<file path="config.mk">
export PLATFORM = sky130hd
export DESIGN_NAME = mac_accum_stage
export DESIGN_NICKNAME = d
export VERILOG_FILES = /design/src/rtl/mac_accum_pkg.sv /design/src/rtl/mac_accum_stage_term.sv /design/src/rtl/mac_accum_stage.sv
export SDC_FILE = /design/constraint.sdc
export NUM_CORES = 1
export LEC_CHECK = 0
export ABC_AREA = 0
export CAP_MARGIN = 20
export CORE_UTILIZATION = 40
export CTS_CLUSTER_DIAMETER = 100
export DETAILED_ROUTE_END_ITERATION = 8
export GPL_TIMING_DRIVEN = 0
export PLACE_DENSITY = 0.69
export SYNTH_ARGS = -nofsm -noshare
export SYNTH_HDL_FRONTEND = slang
export SYNTH_SLANG_ARGS = --single-unit
export TNS_END_PERCENT = 10
</file>
<file path="constraint.sdc">
create_clock -name clk -period 19.9 [get_ports clk]
set_input_delay 2.985 -clock clk [delete_from_list [all_inputs] [get_ports clk]]
set_output_delay 2.985 -clock clk [all_outputs]
set_load 0.01 [all_outputs]
</file>
<file path="src/rtl/mac_accum_pkg.sv">
// Shared types and helpers for the MAC accumulate stage.
// Latency: n/a (types, defaults and pure functions only).
// Backpressure: n/a.
package mac_accum_pkg;

  typedef enum logic [1:0] {
    SEL_0 = 2'd0,
    SEL_1 = 2'd1,
    SEL_2 = 2'd2,
    SEL_3 = 2'd3
  } sel_t;

  localparam int SW_DEF = 8;
  localparam int CW_DEF = 8;
  localparam int OW_DEF = 16;

  // Clamp a sign-extended value into the signed range of an ow-bit result.
  function automatic logic signed [63:0] sat_conv(input logic signed [63:0] v, input int ow);
    logic signed [63:0] max_v;
    logic signed [63:0] min_v;
    max_v = (64'sd1 <<< (ow - 1)) - 64'sd1;
    min_v = -(64'sd1 <<< (ow - 1));
    if (v > max_v) begin
      return max_v;
    end else if (v < min_v) begin
      return min_v;
    end
    return v;
  endfunction

  // True when a sign-extended value does not fit a signed ow-bit result.
  function automatic logic out_of_range(input logic signed [63:0] v, input int ow);
    logic signed [63:0] max_v;
    logic signed [63:0] min_v;
    max_v = (64'sd1 <<< (ow - 1)) - 64'sd1;
    min_v = -(64'sd1 <<< (ow - 1));
    return (v > max_v) || (v < min_v);
  endfunction

endpackage

</file>
<file path="src/rtl/mac_accum_stage_term.sv">
// Lane select and signed multiply for one MAC term.
// Latency: combinational.
// Backpressure: none, evaluated every cycle.
module mac_term
  import mac_accum_pkg::*;
#(
  parameter int SW = SW_DEF,
  parameter int CW = CW_DEF
) (
  input  logic [4*SW-1:0]         sample_in,
  input  logic [4*CW-1:0]         coef_in,
  input  sel_t                    sel,
  output logic signed [SW+CW-1:0] term
);

  logic signed [SW-1:0] samp;
  logic signed [CW-1:0] coef;

  // Pick the selected lane and form the full-width signed product.
  always_comb begin
    samp = $signed(sample_in[int'(sel)*SW +: SW]);
    coef = $signed(coef_in[int'(sel)*CW +: CW]);
    term = (SW+CW)'(samp) * (SW+CW)'(coef);
  end

endmodule

</file>
<file path="src/rtl/mac_accum_stage.sv">
// Accumulates one 4-phase frame of sample*coef terms and hands the sum downstream.
// Latency: result valid 1 clk after the strobe cycle; clear restarts the frame after that cycle.
// Backpressure: valid/ready output; a strobe while full and not ready is dropped (overrun).
// Build option: define SATURATE_EN to clamp results, otherwise results wrap to OW bits.
module mac_accum_stage
  import mac_accum_pkg::*;
#(
  parameter int SW = SW_DEF,
  parameter int CW = CW_DEF,
  parameter int OW = OW_DEF
) (
  input  logic            clk,
  input  logic            reset,
  input  logic [4*SW-1:0] sample_in,
  input  logic [4*CW-1:0] coef_in,
  input  logic [1:0]      mux_control,
  input  logic            clear_accum,
  input  logic            data_strobe,
  input  logic            out_ready,
  output logic [OW-1:0]   result,
  output logic            result_valid,
  output logic            clipped,
  output logic            overrun,
  output logic            seq_error
);

  // Two guard bits: four full-width products cannot overflow the accumulator.
  localparam int AW = SW + CW + 2;

  logic signed [SW+CW-1:0] term;
  logic signed [AW-1:0]    sum;
  logic signed [AW-1:0]    acc_q, acc_d;
  logic [OW-1:0]           sum_conv;
  logic                    sum_clip;
  logic                    load;
  logic                    xfer;
  logic [OW-1:0]           result_q, result_d;
  logic                    result_valid_q, result_valid_d;
  logic                    clipped_q, clipped_d;
  logic                    overrun_q, overrun_d;
  logic                    seq_error_q, seq_error_d;
  sel_t                    exp_sel_q, exp_sel_d;

  mac_term #(
    .SW(SW),
    .CW(CW)
  ) u_term (
    .sample_in(sample_in),
    .coef_in  (coef_in),
    .sel      (sel_t'(mux_control)),
    .term     (term)
  );

  // Running sum including this cycle's term; the clear cycle's term still closes the old frame.
  always_comb begin
    sum      = acc_q + AW'(term);
    acc_d    = clear_accum ? '0 : sum;
    sum_clip = out_of_range(64'(sum), OW);
`ifdef SATURATE_EN
    sum_conv = OW'(sat_conv(64'(sum), OW));
`else
    sum_conv = OW'(sum);
`endif
  end

  // Output register: load on strobe when there is room, drop and flag when full and stalled.
  always_comb begin
    load           = data_strobe && (!result_valid_q || out_ready);
    xfer           = result_valid_q && out_ready;
    result_d       = result_q;
    result_valid_d = result_valid_q;
    clipped_d      = clipped_q;
    if (load) begin
      result_d       = sum_conv;
      clipped_d      = sum_clip;
      result_valid_d = 1'b1;
    end else if (xfer) begin
      result_valid_d = 1'b0;
    end
    overrun_d = overrun_q | (data_strobe && result_valid_q && !out_ready);
  end

  // Sequence checker: expects 0,1,2,3 order and the strobe only on the last phase;
  // expectation follows the observed select so one glitch does not cascade.
  always_comb begin
    seq_error_d = seq_error_q;
    if ((mux_control != exp_sel_q) || (data_strobe && (mux_control != SEL_3))) begin
      seq_error_d = 1'b1;
    end
    exp_sel_d = sel_t'(mux_control + 2'd1);
  end

  // State registers with synchronous reset.
  always_ff @(posedge clk) begin
    if (reset) begin
      acc_q          <= '0;
      result_q       <= '0;
      result_valid_q <= 1'b0;
      clipped_q      <= 1'b0;
      overrun_q      <= 1'b0;
      seq_error_q    <= 1'b0;
      exp_sel_q      <= SEL_0;
    end else begin
      acc_q          <= acc_d;
      result_q       <= result_d;
      result_valid_q <= result_valid_d;
      clipped_q      <= clipped_d;
      overrun_q      <= overrun_d;
      seq_error_q    <= seq_error_d;
      exp_sel_q      <= exp_sel_d;
    end
  end

  assign result       = result_q;
  assign result_valid = result_valid_q;
  assign clipped      = clipped_q;
  assign overrun      = overrun_q;
  assign seq_error    = seq_error_q;

endmodule

</file>
==> impl_results.md, run 1 <==
- Crit share post-route: between 40% and 50%
- Met3 Use GR: under 10%
- GR Util met2: 33.3%
- Proportion of netlist area held by the largest area contributor: about a third
- Synth cell types: 39
- First-pass GRT wire length: around 20 mm
- Max-capacitance violation count: 0
- Antenna violations before repair: 0
- Share of post-route cells with drive strength above 1: under 10%
- Max clock buf depth: 2
- Total placed instance area: roughly 6100 um^2
- Vias per inst: between 4 and 5
- Tightest slew margin relative to the limit: between 50% and 60%
- Global-route usage over all layers: 19.6%
- # rows: 40
- Post-route ant nets: 0
- Top library cells by usage in the layout, fill and taps aside: sky130_fd_sc_hd__inv_1, sky130_fd_sc_hd__clkdlybuf4s50_1, sky130_fd_sc_hd__fa_1
- Nets: a little over 800
- Number of remaining DRC errors: 0
- Post-Synthesis Cell Area: ~5000 um^2
- Share of flip-flops with an asynchronous set or reset: 0%
- Outcome: finished clean
- DRT Wirelength: between 10 and 15 mm
- Dpl ws: between 9 and 10 ns
- Total setup violations reported at the end of the flow: 0
- CTS tree: yes
- Resize count post-CTS: 0
- Synthesized net count: between 700 and 800
- CP Class: in -> reg
- Library cell occupying the most area in the post-synthesis netlist: sky130_fd_sc_hd__fa_1
- Vias in the first global route: about 4.2k
- Die X-Extent: around 110 um
- P&R area growth vs syn: 25.8%
- Count of port buffers added during placement: 90
- RSZ-0062 raised after global routing: false
- Top post-synthesis cells by area: sky130_fd_sc_hd__fa_1, sky130_fd_sc_hd__dfxtp_1, sky130_fd_sc_hd__ha_1
- Number of enable flip-flop cells after synthesis: 0
- Weighted congestion at the end of routability-driven global placement: between 0.8 and 0.9
- Share of synthesized area occupied by flip-flops and latches: 16.2%
- Effective utilization at floorplan: ~41%
- Register-to-Register Setup Slack: 14.77 ns
- Gr ovfl total: 0
- Post-layout min period: approximately 9.8 ns
- H-Tree Depth: 2
- Critical path launch point type: input port
- Post-CTS setup repair buffer count: 0
- Worst hold path type: reg -> reg
- Maximum number of pins on one net before global-route repair: 14
- Most common cell on crit path: sky130_fd_sc_hd__fa_1
- Cell area after layout: around 6200 um^2
- Total clock sinks: 40
- GRT Max-Usage Layer: met2
- Number of max-slew violations in the final report: 0
- Critical path buffers and inverters: 4
- Synthesis Warnings: 0
- Mean Syn Cell Area: 9.61 um^2
- Crit-path max cell delay: 0.59 ns
- Smallest setup slack after layout: approximately 10 ns
- Transition at the pin with the smallest max-transition slack: a little over 0.7 ns
- Maximum achievable frequency: roughly 100 MHz
- List of cells traversed by the critical path: clkdlybuf4s50_1 -> clkbuf_1 -> clkbuf_1 -> mux4_2 -> nand2b_1 -> fa_1 -> fa_1 -> inv_1 -> fa_1 -> fa_1 -> fa_1 -> ha_1 -> o21ai_0 -> o21ai_1 -> and3_1 -> a31oi_1 -> a221oi_1 -> nor4_1 -> nor4_1
- Core Box Area: about 12,000 um^2
- 1st-iter DRT viols: 82
- Cts bufs inserted: 5
- Post-DP HPWL: roughly 10 mm
- Post-Route Skew: between 0.005 and 0.006 ns
- Die Area: 12,800 um^2
- Total inserted antenna cells: 0
- Most common cell after layout, fill and taps aside: sky130_fd_sc_hd__inv_1
- 1st-pass router iterations: 4
- Clk_lat worst skew: ~0.28 ns
- Mapped Cells: a little over 500
- Met1 layer usage reported by global route: about 27%
- Cell type group with the largest total delay on the critical path: adder cells
- CP max FO: 10
- Data required time at the worst endpoint: about 20 ns
- Total Negative Setup Slacks: 0 ns
- Arrival @ worst endpoint: ~10 ns
- Number of register bits inferred by synthesis: 40
- Wire length per cell: roughly 15 um
- Count of boundary I/O pins: 91
- Vias after detailed routing: roughly 3.7k
- Hold Buf Count CTS: 0
- Root buf cell: sky130_fd_sc_hd__clkbuf_16
- Type of destination of the critical path: flop
- Vertical die dimension: roughly 110 um
- Clock-pin transition on the worst setup and hold timing paths: 0.06 ns
- Top FF cell, synth: sky130_fd_sc_hd__dfxtp_1
- Standard cell with the maximum stage delay on the critical path: sky130_fd_sc_hd__fa_1
- Final count of hold timing violations: 0
worst reg2reg max path, cell delays in order (launching register included):
cell and delay (ns):
sky130_fd_sc_hd__dfxtp_1 0.31, sky130_fd_sc_hd__inv_1 0.06, sky130_fd_sc_hd__fa_1 0.53, sky130_fd_sc_hd__inv_1 0.06, sky130_fd_sc_hd__fa_1 0.51, sky130_fd_sc_hd__inv_1 0.05, sky130_fd_sc_hd__fa_1 0.48, sky130_fd_sc_hd__inv_1 0.06
sky130_fd_sc_hd__fa_1 0.44, sky130_fd_sc_hd__fa_1 0.50, sky130_fd_sc_hd__ha_1 0.38, sky130_fd_sc_hd__o21ai_0 0.13, sky130_fd_sc_hd__o21ai_1 0.20, sky130_fd_sc_hd__and3_1 0.22, sky130_fd_sc_hd__a31oi_1 0.13, sky130_fd_sc_hd__a221oi_1 0.57
sky130_fd_sc_hd__nor4_1 0.11, sky130_fd_sc_hd__nor4_1 0.27
sequential cells by signal (all words and copies together) (netlist names):
signal	count
overrun	1
result	16
seq_error	1
result_valid	1
exp_sel_q	2
acc_q	18
clipped	1
cells by family (layout without fill, tap and decap cells):
kind of cell,Yosys count,after routing,synth area share (%)
fa+ha+maj,123,123,43.2
compound gates,49,49,6.12
flops,40,40,16.2
simple gates,153,153,15.2
mux,17,17,7.25
xor+xnor,19,19,3.36
buf+inv,114,212,8.69
routing by layer:
metal	vias up	part of all wire, %
met5	-	0
met4	0	0.88
met3	13	3.6
met2	109	47
met1	1814	48
li1	1802	-
final cells by class:
type | count | area (um^2)
fill | 1107 | 5830
multi-input combinational | 361 | 3720
timing repair buffer | 90 | 901
sequential | 40 | 801
inverter | 104 | 390
tap | 168 | 210
clock buffer | 5 | 125
clock inverter | 3 | 42.5
buffer | 10 | 40.0
stage by stage:
step	util [%]	cells	hold WS, ns
2_1_floorplan	-	515	0.481
3_3_place_gp	50.3	773	0.449
3_5_place_dp	50.3	773	0.452
4_1_cts	51.6	781	0.461
5_1_grt	51.6	781	0.482
6_report	51.6	781	0.457
final timing paths:
| kind | startpoint | endpoint | depth (start not counted) |
|---|---|---|---|
| max | mux_control[1] | clipped | 19 |
| min | result[2] | result[2] | 2 |
| max reg2reg | acc_q[6] | clipped | 17 |
| min reg2reg | result[2] | result[2] | 2 |
synth_stat cells, types with 2 or more instances:
cell and count:
sky130_fd_sc_hd__inv_1 104, sky130_fd_sc_hd__fa_1 80, sky130_fd_sc_hd__nand2_1 56, sky130_fd_sc_hd__and2_1 46
sky130_fd_sc_hd__ha_1 43, sky130_fd_sc_hd__dfxtp_1 40, sky130_fd_sc_hd__nor2_1 27, sky130_fd_sc_hd__a21oi_1 22
sky130_fd_sc_hd__mux4_2 15, sky130_fd_sc_hd__xnor2_1 14, sky130_fd_sc_hd__clkbuf_1 8, sky130_fd_sc_hd__o21ai_0 7
sky130_fd_sc_hd__nand2b_1 5, sky130_fd_sc_hd__nand3_1 5, sky130_fd_sc_hd__xor2_1 5, sky130_fd_sc_hd__a31oi_1 3
sky130_fd_sc_hd__nor3_1 3, sky130_fd_sc_hd__o21bai_1 3, sky130_fd_sc_hd__a211oi_1 2, sky130_fd_sc_hd__a21o_1 2
sky130_fd_sc_hd__and3_1 2, sky130_fd_sc_hd__buf_2 2, sky130_fd_sc_hd__nor2b_1 2, sky130_fd_sc_hd__nor4_1 2
sky130_fd_sc_hd__o21a_1 2, sky130_fd_sc_hd__or2_2 2
Power of run 1 is not shown: default switching activity piles up to over one toggle a cycle in this logic, so the estimate is an artifact.
==> run 2: changes to the inputs <==
- PLACE_DENSITY: 0.69 -> 0.71
- clock period: 19.9 -> 8.15 ns (I/O delays scaled with it)
==> run 2 against run 1 <==
Register-to-register slack worse by 12 ns; cell count unchanged; sequential share of layout area about the same; non-clock buffer count unchanged; critical path type unchanged; die area unchanged; wire length up 1.8%; setup slack worse by 9.7 ns; flip-flop and latch count unchanged; count of clock-buffer cells in the layout up 1.
==> impl_results.md, run 2 (synthesized netlist as in run 1, its figures left out) <==
- Register Area: 801 um^2 (unchanged)
- Total placed instance area: 6060 um^2 (unchanged)
- Data required time at the worst endpoint: 8.31 ns (-11.76 ns)
- Post-route ant nets: 0 (unchanged)
- P&R area growth vs syn: 25.7% (about the same)
- Max clock buf depth: 2 (unchanged)
- DRT Wirelength: 11.7 mm (+1.8%)
- Die X-Extent: 113 um (unchanged)
- Number of max-slew violations in the final report: 0 (unchanged)
- Worst hold path type: reg -> reg
- Clock-pin transition on the worst setup and hold timing paths: 0.06 ns (about the same)
- Vias per inst: 4.87 (+1.7%)
- End-of-flow core utilization: 51.6% (about the same)
- Arrival @ worst endpoint: 7.92 ns (-2.08 ns)
- Tightest slew margin relative to the limit: 53.2% (+2.0 points)
- Wire length per cell: 15.0 um (+1.8%)
- Outcome: finished clean
- Crit share post-route: 95.2%
- CP Class: in -> reg
- Total clock sinks: 40 (unchanged)
- GR Util met2: 33.2% (-0.082 points)
- Post-DP HPWL: 10.3 mm (+3.0%)
- Max reg flops: 18 (unchanged)
- Met1 layer usage reported by global route: 27.6% (+0.50 points)
- Weighted congestion at the end of routability-driven global placement: 0.861 (+0.23%)
- Root buf cell: sky130_fd_sc_hd__clkbuf_16
- Gr ovfl total: 0 (unchanged)
- Maximum achievable frequency: 129 MHz
- Total setup violations reported at the end of the flow: 0 (unchanged)
- Core Box Area: 12,100 um^2 (unchanged)
- # rows: 40 (unchanged)
- CTS tree: yes
- Vertical die dimension: 113 um (unchanged)
- Clk_lat worst skew: 0.29 ns (about the same)
- RSZ-0062 raised after global routing: false
- Total inserted antenna cells: 0 (unchanged)
- Count of port buffers added during placement: 90 (unchanged)
- Top library cells by usage in the layout, fill and taps aside: sky130_fd_sc_hd__inv_1, sky130_fd_sc_hd__clkdlybuf4s50_1, sky130_fd_sc_hd__fa_1
- H-Tree Depth: 2 (unchanged)
- Max-capacitance violation count: 0 (unchanged)
- Effective utilization at floorplan: 41.0% (unchanged)
- Fillcell total: 1,114 (+0.63%)
- Global-route usage over all layers: 19.9% (+0.30 points)
- Transition at the pin with the smallest max-transition slack: 0.694 ns (-0.0298 ns)
- Vias in the first global route: 4,081 (-1.8%)
- Total area of multi-input combinational cells: 3730 um^2 (+0.17%)
- Post-Route Skew: 0.00369 ns (-0.00189 ns)
- 1st-pass router iterations: 4 (unchanged)
- Maximum number of pins on one net before global-route repair: 14 (unchanged)
- Antenna violations before repair: 0 (unchanged)
- Final count of hold timing violations: 0 (unchanged)
- Cell area after layout: 6220 um^2 (about the same)
- Most common cell after layout, fill and taps aside: sky130_fd_sc_hd__inv_1
- Met3 Use GR: 2.68% (+0.54 points)
- Vias after detailed routing: 3,801 (+1.7%)
- First-pass GRT wire length: 20.1 mm (+0.59%)
- Die Area: 12,800 um^2 (unchanged)
- Share of post-route cells with drive strength above 1: 5.71% (+0.33 points)
- Total Negative Setup Slacks: 0 ns (unchanged)
- GRT Max-Usage Layer: met2
- Cts bufs inserted: 5 (unchanged)
- Hold Buf Count CTS: 0 (unchanged)
- Largest Register: acc_q
- Nets: 806 (unchanged)
- 1st-iter DRT viols: 75 (-8.5%)
- Post-layout min period: about 7.8 ns
- Number of remaining DRC errors: 0 (unchanged)
- Type of destination of the critical path: flop
- CP max FO: 10 (unchanged)
- Count of boundary I/O pins: 91 (unchanged)
- Critical path launch point type: input port
[run 2: changes by cell type in the layout (fill, tap and decap cells not counted), sizes merged]
cell      delta
buf          -1
bufinv       -1
clkbuf       +2
clkinvlp     -1
inv          +1
[run 2: worst paths after layout]
path | from | cells after the start | slack (ns) | endpoint
setup / recovery | mux_control[0] | 22 | 0.39 | clipped
hold / removal | result[3] | 2 | 0.45 | result[3]
setup reg to reg | acc_q[6] | 17 | 3.25 | clipped
hold reg to reg | result[3] | 2 | 0.45 | result[3]
[run 2: layout make-up]
class,count,share of cell area (%)
multi-input cells,361,59.9
plain buffers,10,0.704
clock inverters,2,0.221
flip-flops and latches,40,12.9
well taps,168,3.38
inverters,104,6.27
clock buffers,6,2.23
repair buffers,90,14.5
[run 2: worst max-delay path: stages]
cell	delay, ns
sky130_fd_sc_hd__clkdlybuf4s50_1	0.52
sky130_fd_sc_hd__buf_2	0.33
sky130_fd_sc_hd__clkbuf_4	0.35
sky130_fd_sc_hd__mux2i_1	0.23
sky130_fd_sc_hd__nand2_1	0.10
sky130_fd_sc_hd__o21ai_0	0.31
sky130_fd_sc_hd__inv_1	0.24
sky130_fd_sc_hd__nand2b_1	0.17
sky130_fd_sc_hd__fa_1	0.43
sky130_fd_sc_hd__fa_1	0.58
sky130_fd_sc_hd__inv_1	0.07
sky130_fd_sc_hd__fa_1	0.52
sky130_fd_sc_hd__fa_1	0.59
sky130_fd_sc_hd__fa_1	0.47
sky130_fd_sc_hd__ha_1	0.37
sky130_fd_sc_hd__o21a_1	0.15
sky130_fd_sc_hd__o31a_1	0.21
sky130_fd_sc_hd__o31ai_2	0.10
sky130_fd_sc_hd__a311o_2	0.37
sky130_fd_sc_hd__xnor2_1	0.17
sky130_fd_sc_hd__nor4_1	0.32
sky130_fd_sc_hd__nor4_1	0.09
[run 2: metal layers]
layer,vias up,part of all wire (%)
met5,-,0
met4,0,0.84
met2,103,47
met3,8,4.8
li1,1803,-
met1,1887,47
[run 2: stage by stage]
stage | instances | hold slack, ns | setup WS [ns]
6_report | 781 | 0.455 | 0.392
4_1_cts | 781 | 0.458 | 0.133
5_1_grt | 781 | 0.484 | 0.00545
3_5_place_dp | 773 | 0.449 | -0.142
2_1_floorplan | 515 | 0.481 | 1.30
3_3_place_gp | 773 | 0.448 | 0.0142
[run 2: repair_timing]
| item | CTS | global route |
|---|---|---|
| resized for setup | 0 | 4 |
| buffers inserted | 0 | 0 |
| endpoints found under the setup margin | 0 | 2 |
Power of run 2 is left out for the same reason.
